### config.mk
export PLATFORM = sky130hd
export DESIGN_NAME = uart_rx_fifo
export DESIGN_NICKNAME = d
export VERILOG_FILES = /design/src/rtl/uart_pkg.sv /design/src/rtl/uart_fifo_mem.sv /design/src/rtl/uart_rx_fifo.sv
export SDC_FILE = /design/constraint.sdc
export NUM_CORES = 1
export LEC_CHECK = 0
export CAP_MARGIN = 20
export CELL_PAD_IN_SITES_DETAIL_PLACEMENT = 1
export CELL_PAD_IN_SITES_GLOBAL_PLACEMENT = 1
export CORE_MARGIN = 2
export CORE_UTILIZATION = 40
export CTS_CLUSTER_DIAMETER = 50
export CTS_CLUSTER_SIZE = 30
export DETAILED_ROUTE_END_ITERATION = 12
export GPL_TIMING_DRIVEN = 0
export PLACE_DENSITY = 0.71
export SLEW_MARGIN = 20
export SYNTH_ARGS = -nofsm -noshare
export SYNTH_HDL_FRONTEND = slang
export SYNTH_SLANG_ARGS = --single-unit
### constraint.sdc
create_clock -name clk -period 7.19 [get_ports clk]
set_clock_uncertainty 0.15 [all_clocks]
set_input_delay 1.438 -clock clk [delete_from_list [all_inputs] [get_ports clk]]
set_output_delay 1.438 -clock clk [all_outputs]
set_load 0.01 [all_outputs]
### src/rtl/uart_pkg.sv
`default_nettype none
// ============================================================================
//  Module      : uart_pkg
//  Description : Shared types and default constants for the UART receive
//                path: byte width, FIFO entry layout {ferr, data} and the
//                default FIFO depth / rts watermark settings.
//  Revision    : 1.0  initial release
// ============================================================================
package uart_pkg;

  localparam int UART_BYTE_W  = 8;
  localparam int UART_ENTRY_W = UART_BYTE_W + 1;

  // Default geometry: 16 entries, rts drops at 12 and returns at 4.
  localparam int UART_DEPTH_LOG2_DEF = 4;
  localparam int UART_HI_WM_DEF      = 12;
  localparam int UART_LO_WM_DEF      = 4;

  // One stored receive entry: framing-error flag above the data byte.
  typedef struct packed {
    logic                   ferr;
    logic [UART_BYTE_W-1:0] data;
  } rx_entry_t;

endpackage
`default_nettype wire

### src/rtl/uart_fifo_mem.sv
`default_nettype none
// ============================================================================
//  Module      : uart_fifo_mem
//  Description : Simple dual-port storage for the receive FIFO.
//                Synchronous write, asynchronous (show-ahead) read, no reset
//                so it maps onto distributed RAM.
//  Revision    : 1.0  initial release
// ============================================================================
module uart_fifo_mem
  import uart_pkg::*;
#(
  parameter int ADDR_W = UART_DEPTH_LOG2_DEF
) (
  input  logic              clk,
  input  logic              i_we,
  input  logic [ADDR_W-1:0] i_waddr,
  input  rx_entry_t         i_wdata,
  input  logic [ADDR_W-1:0] i_raddr,
  output rx_entry_t         o_rdata
);

  localparam int c_depth = 1 << ADDR_W;

  rx_entry_t r_mem [c_depth];

  // Write port: store the entry at the write address on an accepted push.
  always_ff @(posedge clk) begin
    if (i_we) begin
      r_mem[i_waddr] <= i_wdata;
    end
  end

  // Read port is combinational so the head entry is always presented.
  assign o_rdata = r_mem[i_raddr];

endmodule
`default_nettype wire

### src/rtl/uart_rx_fifo.sv
`default_nettype none
// ============================================================================
//  Module      : uart_rx_fifo
//  Description : Receive-side byte FIFO behind the UART receiver. Stores
//                {ferr, data} per byte, presents the head byte show-ahead,
//                drives rts with high/low watermark hysteresis and flags
//                overrun when a byte arrives with no room.
//  Options     : UART_RX_FIFO_STATS_EN - when defined, builds a saturating
//                16-bit dropped-byte counter on drop_cnt; otherwise drop_cnt
//                is tied to zero.
//  Revision    : 1.0  initial release
// ============================================================================
module uart_rx_fifo
  import uart_pkg::*;
#(
  parameter int DEPTH_LOG2 = UART_DEPTH_LOG2_DEF,
  parameter int HI_WM      = UART_HI_WM_DEF,
  parameter int LO_WM      = UART_LO_WM_DEF
) (
  input  logic                   clk,
  input  logic                   rst,
  input  logic                   wr_valid,
  input  logic [UART_BYTE_W-1:0] wr_data,
  input  logic                   wr_ferr,
  input  logic                   rd,
  output logic [UART_BYTE_W-1:0] dout,
  output logic                   dout_ferr,
  output logic                   empty,
  output logic                   full,
  output logic [DEPTH_LOG2:0]    count,
  output logic                   rts,
  output logic                   ovr,
  input  logic                   ovr_clr,
  output logic [15:0]            drop_cnt
);

  localparam int                  c_cnt_w  = DEPTH_LOG2 + 1;
  localparam int                  c_depth  = 1 << DEPTH_LOG2;
  localparam logic [c_cnt_w-1:0]  c_depth_v = c_cnt_w'(c_depth);
  localparam logic [c_cnt_w-1:0]  c_hi_wm  = c_cnt_w'(HI_WM);
  localparam logic [c_cnt_w-1:0]  c_lo_wm  = c_cnt_w'(LO_WM);

  logic [DEPTH_LOG2-1:0] r_wr_ptr;
  logic [DEPTH_LOG2-1:0] r_rd_ptr;
  logic [c_cnt_w-1:0]    r_count;
  logic                  r_empty;
  logic                  r_full;
  logic                  r_rts;
  logic                  r_ovr;

  logic                  w_pop;
  logic                  w_push;
  logic                  w_drop;
  logic [c_cnt_w-1:0]    w_count_nxt;
  rx_entry_t             w_wdata;
  rx_entry_t             w_rdata;

  // Accept/drop decisions on registered flags. When full, a same-cycle pop
  // frees the head slot, so the incoming byte is still accepted. When empty,
  // a read is ignored even if a byte is arriving (no fall-through).
  always_comb begin
    w_pop       = rd & ~r_empty;
    w_push      = wr_valid & (~r_full | w_pop);
    w_drop      = wr_valid & r_full & ~w_pop;
    w_count_nxt = r_count;
    if (w_push && !w_pop) begin
      w_count_nxt = r_count + 1'b1;
    end else if (w_pop && !w_push) begin
      w_count_nxt = r_count - 1'b1;
    end
  end

  assign w_wdata = '{ferr: wr_ferr, data: wr_data};

  uart_fifo_mem #(
    .ADDR_W (DEPTH_LOG2)
  ) u_mem (
    .clk     (clk),
    .i_we    (w_push),
    .i_waddr (r_wr_ptr),
    .i_wdata (w_wdata),
    .i_raddr (r_rd_ptr),
    .o_rdata (w_rdata)
  );

  // Pointers, occupancy and registered empty/full derived from next count.
  always_ff @(posedge clk or posedge rst) begin
    if (rst) begin
      r_wr_ptr <= '0;
      r_rd_ptr <= '0;
      r_count  <= '0;
      r_empty  <= 1'b1;
      r_full   <= 1'b0;
    end else begin
      if (w_push) begin
        r_wr_ptr <= r_wr_ptr + 1'b1;
      end
      if (w_pop) begin
        r_rd_ptr <= r_rd_ptr + 1'b1;
      end
      r_count <= w_count_nxt;
      r_empty <= (w_count_nxt == '0);
      r_full  <= (w_count_nxt == c_depth_v);
    end
  end

  // rts hysteresis: drop at the high watermark, return at the low one.
  always_ff @(posedge clk or posedge rst) begin
    if (rst) begin
      r_rts <= 1'b1;
    end else if (r_rts && (w_count_nxt >= c_hi_wm)) begin
      r_rts <= 1'b0;
    end else if (!r_rts && (w_count_nxt <= c_lo_wm)) begin
      r_rts <= 1'b1;
    end
  end

  // Sticky overrun; a drop in the same cycle as a clear keeps it set.
  always_ff @(posedge clk or posedge rst) begin
    if (rst) begin
      r_ovr <= 1'b0;
    end else if (w_drop) begin
      r_ovr <= 1'b1;
    end else if (ovr_clr) begin
      r_ovr <= 1'b0;
    end
  end

`ifdef UART_RX_FIFO_STATS_EN
  logic [15:0] r_drop_cnt;

  // Saturating dropped-byte counter; a clear coinciding with a drop leaves 1.
  always_ff @(posedge clk or posedge rst) begin
    if (rst) begin
      r_drop_cnt <= '0;
    end else if (ovr_clr) begin
      r_drop_cnt <= {15'd0, w_drop};
    end else if (w_drop && (r_drop_cnt != 16'hFFFF)) begin
      r_drop_cnt <= r_drop_cnt + 16'd1;
    end
  end

  assign drop_cnt = r_drop_cnt;
`else
  assign drop_cnt = 16'h0000;
`endif

  assign dout      = w_rdata.data;
  assign dout_ferr = w_rdata.ferr;
  assign empty     = r_empty;
  assign full      = r_full;
  assign count     = r_count;
  assign rts       = r_rts;
  assign ovr       = r_ovr;

endmodule
`default_nettype wire

==> flow_metrics.py <==
metrics = {
    "status": {
        "run_status": "finished, final reports clean",
    },
    "clock_tree": {
        "cts_resized": 0,
        "cts.sinks": 161,
        "cts-buffers-inserted": 17,
        "cts_tree": "built",
        "clk_path_buf_depth": 2,
        "cts_setup_buffers": 0,
        "cts_hold_buf": 0,
        "htree_levels": 4,
        "cts.reportedPaths.clkPinSlew_ns": 0.06,
        "clkLatencyLatePin_ns": 0.43,
        "clockRootBuffer": "clkbuf_16",
    },
    "worst_setup_path": {
        "crit_path_start_kind": "flop",
        "endpoint_kind": "primary output",
        "startpoint": "r_rd_ptr[1]",
        "reg2reg_depth": 5,
        "path_class": "flop to primary output",
        "r2r-start": "empty",
        "crit_required_ns": 5.60,
        "cp.arrival_ns": 2.98,
        "worstPathMaxFanout": 10,
    },
    "sta": {
        "hold_violations": 0,
        "slew_headroom": 0.5129,
        "period_share": 0.6354,
        "rsz0062_at_grt": "no",
        "tns_ns": 0,
        "slew_violations": 0,
        "worst_pin_slew_ns": 0.7307,
        "fmax_mhz": 218.9,
        "setup_viol": 0,
        "setup_slack_ns": 2.622,
        "period_needed_ns": 4.568,
    },
    "floorplan": {
        "io_pins": 48,
        "fp.dieArea_um2": 17790,
        "core_um2": 16470,
        "die_w_um": 133.4,
        "rows": 47,
        "fp.dieH_um": 133.4,
        "start_util": 0.4067,
    },
    "synth": {
        "synth_edf_count": 144,
        "synthMuxAreaShare": 0.1345,
        "synth_cell_type_count": 46,
        "synth_fa_ha_area_frac": 0.01308,
        "yosysWarnings": 0,
        "ys_ff_latch": 161,
        "synth.cell_area_um2": 6696,
        "synth_top_family_by_area": "multiplexers",
        "yosys.area_share.simple": 0.06278,
        "syn_avg_cell_area_um2": 18.55,
        "synth_flop_cell": "edfxtp_1",
        "synth_xor_area_frac": 0.01289,
        "synth_compound_area_frac": 0.02952,
        "async_flop_share": 0.1056,
        "syn_inst": 361,
        "yosysSeqAreaShare": 0.7096,
    },
    "placement": {
        "place_congestion": 0.7682,
        "pre_cts_ws_ns": 3.078,
        "dp_hpwl_um": 9321,
        "io_buffer_count": 30,
    },
    "route": {
        "routed_wl_um": 14180,
        "first_iter_violations": 182,
        "vias": 3465,
        "routedWlPerCell_um": 21.48,
        "drcViolationCount": 0,
        "final_antenna_net_count": 0,
        "via_per_inst": 5.250,
        "dr.pass1.iters": 5,
    },
    "power_and_ir_drop": {
        "power_density_nw_per_um2": 394.2,
        "p_clk_frac": 0.272,
        "seqPwrFrac": 0.387,
        "p_comb_frac": 0.341,
        "ir_drop_uv": 233.7,
        "switching_share": 0.3087,
        "internal-power_uw": 2156,
        "p_switching_uw": 962.6,
        "p_leak_uw": 0.002729,
    },
    "grt": {
        "top_usage_layer": "met2",
        "grt_max_degree": 18,
        "grt-ovfl-total": 0,
        "grt_pass1_vias": 3783,
        "met2_usage": 0.2838,
        "met1_usage": 0.2191,
        "antenna_found_initial": 0,
        "met3_usage": 0.04338,
        "grt_util_all_layers": 0.1733,
        "grt_pass1_wl_um": 22140,
    },
    "final_layout": {
        "fill_cells": 1560,
        "final_layout_size_suffix_gt1_frac": 0.2341,
        "nets": 448,
        "antenna_cells": 0,
        "syn2layout_area_growth_pct": 18.14,
    },
    "min_path": {
        "holdPathStages": 2,
        "worstHoldStart": "ovr",
        "hp-class": "flop to flop",
    },
    "run": {
        "drv_cap": 0,
    },
}
[power by group through the flow]
stage / Clock (uW) / Combinational (uW) / Sequential, uW
2_1_floorplan: 0 / 686 / 1220
3_3_place_gp: 0 / 1040 / 1220
3_5_place_dp: 0 / 1080 / 1230
4_1_cts: 859 / 1090 / 1210
5_1_grt: 891 / 1160 / 1220
6_report: 847 / 1060 / 1210
[final cells by class]
cell class	instances	area, um2	area share
multi-input cells	173	1763	0.2228
clock inverters	12	117.6	0.01487
repair buffers	32	319.1	0.04033
plain buffers	35	221.5	0.02799
flip-flops and latches	161	4752	0.6007
well taps	220	275.3	0.03479
inverters	7	26.28	0.003321
clock buffers	20	436.7	0.05520
[cell usage after synthesis, types with 2 or more instances]
library cell	n	share of area
and3_1	9	0.0084
nand4_1	2	0.0019
o21ai_0	3	0.0022
dfrtp_1	15	0.056
nand3_1	4	0.0030
nor3_1	2	0.0015
clkbuf_1	4	0.0022
o211a_1	2	0.0030
nor4_2	2	0.0037
inv_1	7	0.0039
buf_1	4	0.0022
a21oi_1	10	0.0075
and2_1	4	0.0037
nand2_1	8	0.0045
ha_1	7	0.013
and4_1	4	0.0052
buf_2	6	0.0045
nor3b_1	2	0.0022
a211oi_1	10	0.011
buf_4	20	0.022
edfxtp_1	144	0.65
mux4_2	36	0.12
nor2_1	8	0.0045
mux2i_1	9	0.013
dfstp_2	2	0.0078
xnor2_1	7	0.0092
nor2b_1	11	0.010
[path summary, 6_finish.rpt]
check | to | slack [ns]
max | dout[1] | 2.62
min | ovr | 0.39
max reg2reg | u_mem.r_mem[9][4] | 4.61
min reg2reg | ovr | 0.39
max in group asynchronous | r_rd_ptr[3] | 5.15
min in group asynchronous | count[4] | 1.28
[metal layers]
| layer | vias up | part of all wire |
|---|---|---|
| li1 | 1537 | - |
| met1 | 1795 | 0.42 |
| met2 | 107 | 0.51 |
| met3 | 26 | 0.048 |
| met4 | 0 | 0.022 |
| met5 | - | 0 |
[flip-flops by register name (all words and copies together) (netlist names)]
name         count
rts              1
full             1
ovr              1
u_mem.r_mem    144
count            5
r_rd_ptr         4
r_wr_ptr         4
empty            1
[stage by stage]
| stage | power, uW | utilization | cell area [um2] | std cells | hold slack, ns |
|---|---|---|---|---|---|
| finish | 3119 | 0.4805 | 7911 | 660 | 0.3929 |
| global route | 3272 | 0.4805 | 7911 | 660 | 0.4431 |
| CTS | 3154 | 0.4805 | 7911 | 660 | 0.4021 |
| detailed placement | 2302 | 0.4468 | 7357 | 628 | 0.3894 |
| global placement | 2256 | 0.4451 | 7328 | 626 | 0.3674 |
| floorplan | 1901 | - | 6753 | 376 | 0.3926 |
[cells in the final DEF (no fill, tap or decap), drive strengths merged, types with 2 or more instances in the layout]
master	instances
nand4	2
dfstp	2
nand2	8
inv	7
nand3	4
o211a	2
nor2	8
clkbuf	24
nor4	2
a211oi	10
nor3b	2
and2	5
ha	7
nor3	3
mux2i	9
clkinv	6
o21ai	3
dfrtp	15
and4	4
edfxtp	144
a21oi	10
clkinvlp	4
bufinv	2
buf	33
mux4	36
xnor2	8
or3	2
nor2b	12
and3	9
conb	16
clkdlybuf4s50	30
[critical path, stage by stage, from the launching register on]
cell and delay (ns):
dfrtp_1 0.35, buf_2 0.30, buf_1 0.49, buf_2 0.36, a211oi_1 0.16, a21oi_1 0.28, clkdlybuf4s50_1 0.60
[cells by family (layout without fill, tap and decap cells)]
kind of cell             after synthesis  in the layout
multiplexers                          45             45
other                                  1             16
buffers and inverters                 42            106
XOR/XNOR                               9              9
AO/OA/AOI/OAI                         30             30
AND/OR/NAND/NOR                       66             66
adder cells (fa/ha/maj)                7              7
flip-flops                           161            161
Power figures use the tool's default switching activity.
